$ cat src/rtl/bit_serial_adder_pkg.sv
// rtl/bit_serial_adder_pkg.sv - shared state encoding and demux helper for the bit-serial adder
package bit_serial_adder_pkg;

  typedef enum logic [1:0] {
    ST_IDLE  = 2'd0,
    ST_SHIFT = 2'd1,
    ST_DONE  = 2'd2
  } state_t;

  // One-hot 1x4 demux: routes d to the output selected by sel.
  function automatic logic [3:0] demux_1x4(input logic d, input logic [1:0] sel);
    logic [3:0] y;
    y      = 4'b0000;
    y[sel] = d;
    return y;
  endfunction

endpackage

$ cat src/rtl/fa_using_1x4_demux.sv
// rtl/fa_using_1x4_demux.sv - combinational 1-bit full adder built from two demux half adders
module fa_using_1x4_demux
  import bit_serial_adder_pkg::*;
(
  input  logic a,
  input  logic b,
  input  logic cin,
  output logic sum,
  output logic carry
);

  logic [3:0] h1;
  logic [3:0] h2;
  logic       s1;

  // Each demux decodes a bit pair: outputs 1/2 mean exactly one is set, output 3 means both.
  assign h1    = demux_1x4(1'b1, {a, b});
  assign s1    = h1[1] | h1[2];
  assign h2    = demux_1x4(1'b1, {s1, cin});
  assign sum   = h2[1] | h2[2];
  assign carry = h1[3] | h2[3];

endmodule

$ cat src/rtl/bit_serial_adder.sv
// rtl/bit_serial_adder.sv - bit-serial WIDTH-bit adder, LSB-first through a single full-adder cell
module bit_serial_adder
  import bit_serial_adder_pkg::*;
#(
  parameter int WIDTH = 8
) (
  input  logic             clk,
  input  logic             rst,
  input  logic             start,
  input  logic [WIDTH-1:0] a,
  input  logic [WIDTH-1:0] b,
  input  logic             cin,
  output logic             busy,
  output logic             done,
  output logic [WIDTH-1:0] sum,
  output logic             cout
);

  localparam int CNT_W = $clog2(WIDTH);
  localparam logic [CNT_W-1:0] CNT_LAST = CNT_W'(WIDTH - 1);

  state_t           state;
  logic [WIDTH-1:0] a_sr;
  logic [WIDTH-1:0] b_sr;
  logic             carry;
  logic [CNT_W-1:0] cnt;
  logic             fa_s;
  logic             fa_c;

  fa_using_1x4_demux u_fa (
    .a    (a_sr[0]),
    .b    (b_sr[0]),
    .cin  (carry),
    .sum  (fa_s),
    .carry(fa_c)
  );

  always_ff @(posedge clk) begin
    if (rst) begin
      state <= ST_IDLE;
      busy  <= 1'b0;
      done  <= 1'b0;
      sum   <= '0;
      cout  <= 1'b0;
      a_sr  <= '0;
      b_sr  <= '0;
      carry <= 1'b0;
      cnt   <= '0;
    end else begin
      case (state)
        ST_IDLE: begin
          done <= 1'b0;
          if (start) begin
            a_sr  <= a;
            b_sr  <= b;
            carry <= cin;
            cnt   <= '0;
            busy  <= 1'b1;
            state <= ST_SHIFT;
          end
        end
        ST_SHIFT: begin
          a_sr  <= a_sr >> 1;
          b_sr  <= b_sr >> 1;
          sum   <= {fa_s, sum[WIDTH-1:1]};
          carry <= fa_c;
          if (cnt == CNT_LAST) begin
            cout  <= fa_c;
            done  <= 1'b1;
            state <= ST_DONE;
          end else begin
            cnt <= cnt + 1'b1;
          end
        end
        ST_DONE: begin
          done  <= 1'b0;
          busy  <= 1'b0;
          state <= ST_IDLE;
        end
        // Illegal code: drop back to IDLE, leaving sum/cout as they were.
        default: begin
          done  <= 1'b0;
          busy  <= 1'b0;
          state <= ST_IDLE;
        end
      endcase
    end
  end

endmodule

$ cat config.mk
export PLATFORM = sky130hd
export DESIGN_NAME = bit_serial_adder
export DESIGN_NICKNAME = d
export VERILOG_FILES = /design/src/rtl/bit_serial_adder_pkg.sv /design/src/rtl/fa_using_1x4_demux.sv /design/src/rtl/bit_serial_adder.sv
export SDC_FILE = /design/constraint.sdc
export NUM_CORES = 1
export LEC_CHECK = 0
export CELL_PAD_IN_SITES_DETAIL_PLACEMENT = 1
export CELL_PAD_IN_SITES_GLOBAL_PLACEMENT = 2
export CORE_AREA = 2 2 65 67
export DETAILED_ROUTE_END_ITERATION = 8
export DIE_AREA = 0 0 67 69
export DONT_BUFFER_PORTS = 1
export PLACE_DENSITY_LB_ADDON = 0.3
export SETUP_SLACK_MARGIN = 0.3
export SLEW_MARGIN = 30
export SYNTH_ARGS = -nofsm -noshare
export SYNTH_HDL_FRONTEND = slang
export SYNTH_SLANG_ARGS = --single-unit
$ cat constraint.sdc
create_clock -name clk -period 3.2 [get_ports clk]
set_clock_uncertainty 0.1 [all_clocks]
set_input_delay 0.48 -clock clk [delete_from_list [all_inputs] [get_ports clk]]
set_output_delay 0.48 -clock clk [all_outputs]
set_load 0.005 [all_outputs]
# Word level (Yosys, flattened, before mapping)
# Cells that the tools add are included.
# Widths: inputs -> output; s select.
[word_totals] wordCells=51 output_inout_bits=11 reg_bits=33
[op_classes] muxes=18 eq_ne=5 n_reduce_logical=10 n_bitwise=4 n_lt_le_gt_ge=4 addsub=1
[ops] op="$pmux 8 s2" count=2
[ops] op="$mux 8" count=2
[ops] op="$reduce_and 2->1" count=4
[ops] op="$lt 2x3->1 const B" count=2
[ops] op="$mux 3" count=2
[ops] op="$ne 2x2->1 const B" count=3
[ops] op="$pmux 3 s2" count=1
[ops] op="$demux 1 s2" count=2
[ops] op="$ge 2x1->1 const B" count=2
[ops] op="$mux 1" count=4
[ops] op="$mux 2" count=2
[ops] op="$pmux 1 s2" count=2
[ops] op="$pmux 2 s2" count=1
[ops] op="$add 3x1->3 const B" count=1
[ops] op="$eq 3x3->1 const B" count=1
[ops] op="$or 1x1->1" count=3
[ops] op="$reduce_and 3->1" count=1
[ops] op="$eq 2x1->1 const B" count=1
[ops] op="$logic_and 1x1->1" count=2
[ops] op="$logic_not 2->1" count=1
[ops] op="$reduce_bool 2->1" count=1
[ops] op="$reduce_or 2->1" count=1
[ops] op="$not 1->1" count=1

# Depth between registers and ports, before layout
# Gate-level depths: netlist of run 1.
[depth] word_depth=11 ltp_mapped=5 ltp_nobuf=5

# Modules after synthesis
# From an unflattened synthesis of run 1, not the netlist that was laid out.
[hier_totals] hier_cells=155 area_unflattened_um2=1559.0
[by_module_without_submodules] mod="bit_serial_adder" seq_area_each_um2=660.6 instances=1 area_per_inst_um2=1539.0 cells_per_inst=154
[by_module_without_submodules] mod="fa_using_1x4_demux" seq_area_each_um2=0.0 instances=1 area_per_inst_um2=20.0 cells_per_inst=1

# Worst setup path after synthesis of run 1
# Ideal clock, no wire load.
[synth_timing] kind="register to register" from="register cnt[0]" to="register cnt[0]" required_ps=3030 path_buffers=0 path_slack_ps=1872 t_arrival_ps=1158 path_stages_with_launch=6 cell_sequence="dfxtp_1 ha_1 ha_1 nor4b_1 a31oi_1 a21oi_1"
[synth_via] elab_chain_cells=3 word_cells_on_any_way=6 cone_classes="add/sub: 1; eq/ne: 2; mux: 2; reduce/logical: 1"
[synth_lines] item="start: declaration" line="bit_serial_adder.sv:26" source="logic [CNT_W-1:0] cnt;"
[synth_lines] item="start signal: assignment" line="bit_serial_adder.sv:72" source="cnt <= cnt + 1'b1;"
[synth_lines] item="$add 3x1->3 or $eq 3x3->1 (tied branches)" line="bit_serial_adder.sv:72, bit_serial_adder.sv:67"
[synth_lines] item="$mux 3 or $ne 2x2->1 (tied branches)"
[synth_lines] item="$pmux 3 s2 or $reduce_and 3->1 (tied branches)"
# Several ways; a longest one is shown, not always the timed one. The select of a mux whose other input is x is not followed.
# A chain may end at the register's enable or synchronous reset.

# Worst setup path after layout of run 1
[layout_timing] from="register state[0]" to="register cout"
[layout_via] elab_chain_cells=2
[layout_lines] item="start: declaration" line="bit_serial_adder.sv:22" source="state_t state;"
[layout_lines] item="start signal: assignment" line="bit_serial_adder.sv:40" source="state <= ST_IDLE;"
[layout_lines] item="start signal: assignment" line="bit_serial_adder.sv:59" source="state <= ST_SHIFT;"
[layout_lines] item="start signal: assignment" line="bit_serial_adder.sv:70" source="state <= ST_DONE;"
[layout_lines] item="$eq 2x1->1" line="bit_serial_adder.sv:50" source="case (state)"
[layout_lines] item="$reduce_and 2->1 (no line)"
[layout_lines] item="end signal: assignment" line="bit_serial_adder.sv:44" source="cout <= 1'b0;"
[layout_lines] item="end signal: assignment" line="bit_serial_adder.sv:68" source="cout <= fa_c;"
[layout_lines] item="end: declaration" line="bit_serial_adder.sv:16" source="output logic cout"
# Every way passes these cells.

==> qor.csv, run 1 <==
stage,metric,value,unit
run_status,outcome,completed,
grt,grt_util_met3,5.873,%
critical_path,path_class,flip-flop to flip-flop,
critical_path,cp_slowest_stage_delay,500,ps
floorplanning,core,3914,µm²
pwr,p_int,667.4,µW
logic_synthesis,synth_edf_count,0,
critical_path,crit_slowest_cell,dfxtp_1,
final_layout,num_antenna_cells,0,
grt,grt_overflow,0,
routing,drt_first_pass_iters,4,
clocking,numCtsBuffers,5,
pwr,p_comb_share,9.6,%
place,dpl.hpwl,2404,µm
final_layout,drive_gt1_share,14.47,%
logic_synthesis,avgSynthCellArea,9.127,µm²
critical_path,critPathArrivalTime,1600,ps
place,gp_congestion,0.7858,
routing,drt-wirelength-per-cell,17.06,µm
clocking,path_clk_slew,70,ps
critical_path,cp_cell_sequence,buf_4 -> nand2b_1 -> o21ai_0 -> a21oi_1,
grt,antenna_found_initial,0,
routing,drtAntennaViolNets,0,
timing,finalHoldViolCount,0,
routing,drt_first_iter_violations,67,
min_path,holdCritPathClass,input pin to flip-flop,
pwr,peakVddDrop,0.1978,mV
place,place_ws,1652,ps
critical_path,worst-endpoint-required,3280,ps
grt,grt_use_met1,22.17,%
floorplanning,rows,23,
pwr,power_density,563.8,nW/µm²
logic_synthesis,netlist_area,1488,µm²
floorplanning,dieArea,4623,µm²
clocking,cts_tree,done,
routing,drc,0,
timing,slew_headroom,54.99,%
timing,slew_violations,0,
timing,tightest_slew,674.4,ps
final_layout,final_cell_mix,"33 x dfxtp_1, 28 x nor2_1, 19 x nand2_1, 10 x a211oi_2, 10 x a21oi_1",
clocking,clock-root-buffer,clkbuf_8,
final_layout,final_util,40.31,%
routing,vias_per_cell,5.598,
timing,min_period_over_period,47.47,%
final_layout,finalNetCount,182,
run,maxCapViolations,0,
routing,drt_wl_total,3565,µm
grt,busiest_layer,met2,
logic_synthesis,synth_area_leaders,"dfxtp_1 44%, a211oi_2 8.4%, nor2_1 7.1%",
pwr,pwr-share-clk,39.6,%
logic_synthesis,ys_seq_elements,33,
timing,timing.final.ws_setup,1681,ps
clocking,postCtsSetupBuffers,0,
place,port_buffers,0,
timing,setup_violations,0,
timing,tns,0,ps
place,place_inst,201,
grt,grt_pass1_vias,1176,
critical_path,critPathTopFamily,flip-flops,
final_layout,final_common_cell,dfxtp_1,
logic_synthesis,synthArstFlopShare,0,%
clocking,postCtsHoldBufs,0,
floorplanning,die_w,67,µm
logic_synthesis,synth_fp_nets,187,
clocking,clk_latency,290,ps
timing,fmax,658.3,MHz
pwr,p_sw,222.1,µW
final_layout,instances_no_fill,209,
timing,rsz0062_at_grt,no,
pwr,netSwitchingFraction,24.97,%
pwr,pwr-share-seq,50.8,%
logic_synthesis,yosysWarnings,0,
logic_synthesis,synth_top_area_share,44.41,%
pwr,p_leak,0.5616,nW
pwr,p_total,889.5,µW
floorplanning,die_y,69,µm
grt,grt_start_max_net_pins,34,
floorplanning,io_pins,31,
grt,grt_use_met2,25.41,%
final_layout,syn_to_final_growth,6.055,%
logic_synthesis,yosysUniqueCellTypes,28,
logic_synthesis,seq_area_frac_synth,44.41,%
clocking,clk_path_buf_depth,2,
floorplanning,start_util,38.01,%
routing,vias,1170,
logic_synthesis,synth_area_leader_cell,dfxtp_1,
critical_path,path_max_fanout,15,
clocking,post_cts_resized,0,
grt,gr-usage-all-layers,16.91,%
critical_path,end_kind,flip-flop,
grt,grt_first_pass_wirelength,5996,µm
critical_path,critPathBufInv,1,
clocking,clock_sinks,33,
critical_path,cp-start-kind,flip-flop,
timing,finalCriticalPeriod,1519,ps
clocking,h-tree-depth,2,
logic_synthesis,ys.flop_type,dfxtp_1,
logic_synthesis,netlist_instances,163,
[metal layers]
layer	vias up	part of all wire, %	wire length (µm)
met5	-	0	0
met4	0	1.4	51
met3	6	5.4	192
met2	28	48	1696
met1	571	46	1626
li1	565	-	-
[state kept, by name (all words and copies together), names as in the netlist]
signal,flops
state,2
cnt,3
busy,1
sum,8
b_sr,8
cout,1
a_sr,8
carry,1
done,1
[power groups by stage]
stage                     clock network [mW]  registers (mW)  logic, mW
after floorplan                            0           0.456     0.0858
after global placement                     0           0.460     0.0825
after detailed placement                   0           0.462     0.0855
after CTS                              0.362           0.452     0.0864
after global routing                   0.387           0.455     0.0954
final                                  0.352           0.452     0.0853
[path summary, 6_finish.rpt]
| kind | start | end | slack, ps | cells after the start |
|---|---|---|---|---|
| worst max-delay path | state[0] | cout | 1680 | 4 |
| worst min-delay path | rst | sum[2] | 150 | 1 |
| worst max register to register | state[0] | cout | 1680 | 4 |
| worst min register to register | busy | busy | 380 | 2 |
[cells in the mapped netlist (2+ instances only)]
cell type and count:
a31oi_1 3, a211oi_2 10, buf_2 5, buf_4 3, a21oi_1 10, nand3_1 5
a22oi_1 2, o2bb2ai_1 9, buf_6 2, ha_1 3, nand2_1 19, clkbuf_1 3
inv_1 4, a211oi_1 7, o22ai_1 6, dfxtp_1 33, nor2_1 28
[metrics by stage]
stage	cell area [µm²]	hold slack, ps
after CTS	1578	141.3
after global routing	1578	130.7
after floorplan	1488	349.7
after detailed placement	1476	372.6
final	1578	152.9
after global placement	1476	365.8
[cells by family after synthesis]
| kind of cell | synth area share [%] |
|---|---|
| AND/OR/NAND/NOR | 17.66 |
| AO/OA/AOI/OAI | 27.59 |
| flip-flops | 44.41 |
| buffers and inverters | 6.475 |
| adder cells (fa/ha/maj) | 3.869 |
[worst register-to-register path, cell delays in order (launching register included)]
cell,delay (ps)
dfxtp_1,500
buf_4,280
nand2b_1,240
o21ai_0,220
a21oi_1,80
[cell type report]
class	count	area, µm²
clock inverter	1	5.005
multi-input combinational	113	730.7
inverter	4	15.01
timing repair buffer	1	7.507
sequential	33	660.6
tap	50	62.56
fill	484	2336
clock buffer	7	96.34
(Power assumes the default switching activity.)
==> run 2: changes to the inputs <==
Settings changed: CORE_AREA 2 2 65 67 to 2 2 67 69, DIE_AREA 0 0 67 69 to 0 0 69 71.
Clock period 3.2 ns to 1.51 ns, I/O delays scaled along.
==> run 2 against run 1 <==
  * The flow now finishes with violations (hold timing)
  * Clock power grew 80%
  * Register-to-register slack worse by 1500 ps
  * Critical path depth is the same
  * Global-route usage shrank 1.1 points
  * Critical path type unchanged
  * Critical endpoint is now b_sr[6]
==> qor.csv, run 2 (synthesized netlist as in run 1, its figures left out) <==
stage,metric,value,unit,change
critical_path,r2r_slack,210,ps,-1470 ps
run_status,outcome,"finished, violations left",,
routing,drt_first_pass_iters,6,,+2
floorplanning,dieArea,4899,µm²,+6.0%
critical_path,cp_cell_sequence,buf_8 -> nand2b_4 -> o22ai_1 -> a211oi_1,,
final_layout,seq_area,675.6,µm²,+2.3%
critical_path,r2r-start,state[0],,
clocking,clk_path_buf_depth,2,,unchanged
critical_path,reg2reg_depth,4,,unchanged
critical_path,end_kind,flip-flop,,
timing,finalCriticalPeriod,1300,ps,-219.4 ps
run,maxCapViolations,0,,unchanged
pwr,peakVddDrop,0.4789,mV,+140%
final_layout,finalNetCount,197,,+8.2%
pwr,p_int,1.397,mW,+110%
pwr,pwr-share-clk,33.4,%,-6.2 points
timing,slew_headroom,81.08,%,+26 points
timing,min_period_over_period,86.08,%,+39 points
final_layout,drive_gt1_share,36.78,%,+22 points
pwr,netSwitchingFraction,26.07,%,+1.1 points
final_layout,syn_to_final_growth,28.34,%,
timing,rsz0062_at_grt,yes,,
critical_path,cp_slowest_stage_delay,430,ps,-70 ps
pwr,p_leak,0.6664,nW,+19%
grt,antenna_found_initial,0,,unchanged
place,dpl.hpwl,2450,µm,+1.9%
routing,drt_wl_total,4136,µm,+16%
critical_path,cp-start-kind,flip-flop,,
final_layout,instances_no_fill,226,,+8.1%
floorplanning,rows,24,,+4.3%
place,gp_congestion,0.7280,,-7.4%
clocking,clock_sinks,33,,unchanged
grt,grt_start_max_net_pins,34,,unchanged
grt,grt_first_pass_wirelength,6189,µm,+3.2%
clocking,path_clk_slew,70,ps,about the same
timing,tns,0,ps,unchanged
routing,drt-wirelength-per-cell,18.30,µm,+7.3%
clocking,numCtsBuffers,5,,unchanged
routing,drtAntennaViolNets,0,,unchanged
routing,drc,0,,unchanged
final_layout,fillers,494,,+2.1%
routing,vias_per_cell,5.473,,-2.2%
grt,gr-usage-all-layers,15.83,%,-1.1 points
min_path,worst_hold_startpoint,rst,,
final_layout,multi_input_area,890.9,µm²,+22%
place,place_inst,206,,+2.5%
pwr,p_comb_share,15.4,%,+5.8 points
floorplanning,core,4204,µm²,+7.4%
clocking,cts_tree,done,,
clocking,h-tree-depth,2,,unchanged
critical_path,crit_slowest_cell,dfxtp_4,,
timing,tightest_slew,283.7,ps,-390.7 ps
min_path,holdCritPathClass,input pin to flip-flop,,
pwr,power_density,989.3,nW/µm²,+75%
grt,grt_pass1_vias,1287,,+9.4%
run_status,failed_checks,hold timing,,
timing,fmax,769.4,MHz,+17%
critical_path,path_class,flip-flop to flip-flop,,
timing,hold-worst-slack,-96.15,ps,-249.1 ps
place,place_ws,154.5,ps,-1498 ps
min_path,min_path_cells,1,,unchanged
pwr,p_sw,492.4,µW,+120%
timing,slew_violations,0,,unchanged
grt,grt_overflow,0,,unchanged
place,port_buffers,0,,unchanged
timing,setup_violations,0,,unchanged
floorplanning,die_w,69,µm,+3.0%
floorplanning,start_util,35.39,%,-2.6 points
final_layout,num_antenna_cells,0,,unchanged
floorplanning,io_pins,31,,unchanged
pwr,pwr-share-seq,51.2,%,+0.4 points
final_layout,top_regs,"a_sr (8), b_sr (8), sum (8)",,
final_layout,final_cell_mix,"27 x dfxtp_1, 23 x nor2_1, 19 x nand2_1, 12 x a211oi_2, 9 x a21oi_1",,
routing,drt_first_iter_violations,62,,-7.5%
final_layout,final_common_cell,dfxtp_1,,
critical_path,path_max_fanout,7,,-8
routing,vias,1237,,+5.7%
timing,timing.final.ws_setup,210.2,ps,-1471 ps
floorplanning,die_y,71,µm,+2.9%
critical_path,r2r_end,b_sr[6],,
clocking,clock-root-buffer,clkbuf_8,,
timing,finalHoldViolCount,33,,+33
critical_path,worst-endpoint-required,1600,ps,-1680 ps
clocking,clk_latency,280,ps,about the same
min_path,holdPathEnd,b_sr[0],,
critical_path,critPathArrivalTime,1390,ps,-210 ps
-- run 2: cell count changes in the layout (fill, tap and decap cells not counted), moves of 4 or more --
cell     before  now
buf_4         1    8
dfxtp_1      33   27
nor2_1       28   23
nor2_2        0    4
o22ai_1       6    1
-- run 2: per-stage QoR --
step | utilization [%] | cell area [µm²] | power, mW | hold slack, ps
after floorplan | - | 1510 | 1.150 | 274.8
after global placement | 36.25 | 1524 | 1.154 | 195.5
after detailed placement | 36.25 | 1524 | 1.165 | 196.9
after CTS | 41.52 | 1745 | 1.841 | -104.8
after global routing | 45.42 | 1909 | 1.975 | -109.7
final | 45.42 | 1909 | 1.889 | -96.15
-- run 2: critical path, delay by kind of cell, from the launching register on --
family	cells	cell delay, ps
AO/OA/AOI/OAI	2	330
AND/OR/NAND/NOR	1	220
buffers and inverters	1	140
flip-flops	1	430
-- run 2: final cells by class --
type                       count  share of cell area [%]
sequential                    33                   35.39
timing repair buffer          15                   9.240
clock inverter                 2                  0.5242
multi-input combinational    114                   46.66
clock buffer                   6                   3.801
tap                           52                   3.408
inverter                       4                  0.9830
-- run 2: worst max-delay path by stage --
stage | start | endpoint | slack (ps) | cells past startpoint
floorplan | cnt[0] | cnt[0] | 310 | 5
global placement | state[0] | b_sr[1] | 230 | 3
detailed placement | state[0] | b_sr[6] | 150 | 4
CTS | cnt[0] | cnt[0] | 210 | 5
global route | cnt[0] | cnt[0] | 120 | 5
finish | state[0] | b_sr[6] | 210 | 4
-- run 2: what timing repair did --
| action | 4_1_cts | 5_1_grt |
|---|---|---|
| setup buffers | 5 | 5 |
| pin swaps | 3 | 18 |
| endpoints found under the setup margin | 32 | 29 |
| gates resized for setup | 15 | 25 |
| cloned | 2 | 0 |
| hold endpoints to repair | 33 | 33 |
-- run 2: power by group through the flow --
stage,Sequential [mW],Combinational [mW],Clock [mW]
6_report,0.967,0.291,0.632
3_3_place_gp,0.975,0.179,0
2_1_floorplan,0.967,0.183,0
3_5_place_dp,0.977,0.187,0
5_1_grt,0.974,0.317,0.684
4_1_cts,0.961,0.231,0.649
-- run 2: routing by layer --
layer  GRT usage [%]  vias up  wire (µm)
li1                -      598          -
met1           18.38      612       1772
met2           27.67       25       2122
met3           5.698        2        222
met4           4.357        0         18
met5               0        -          0
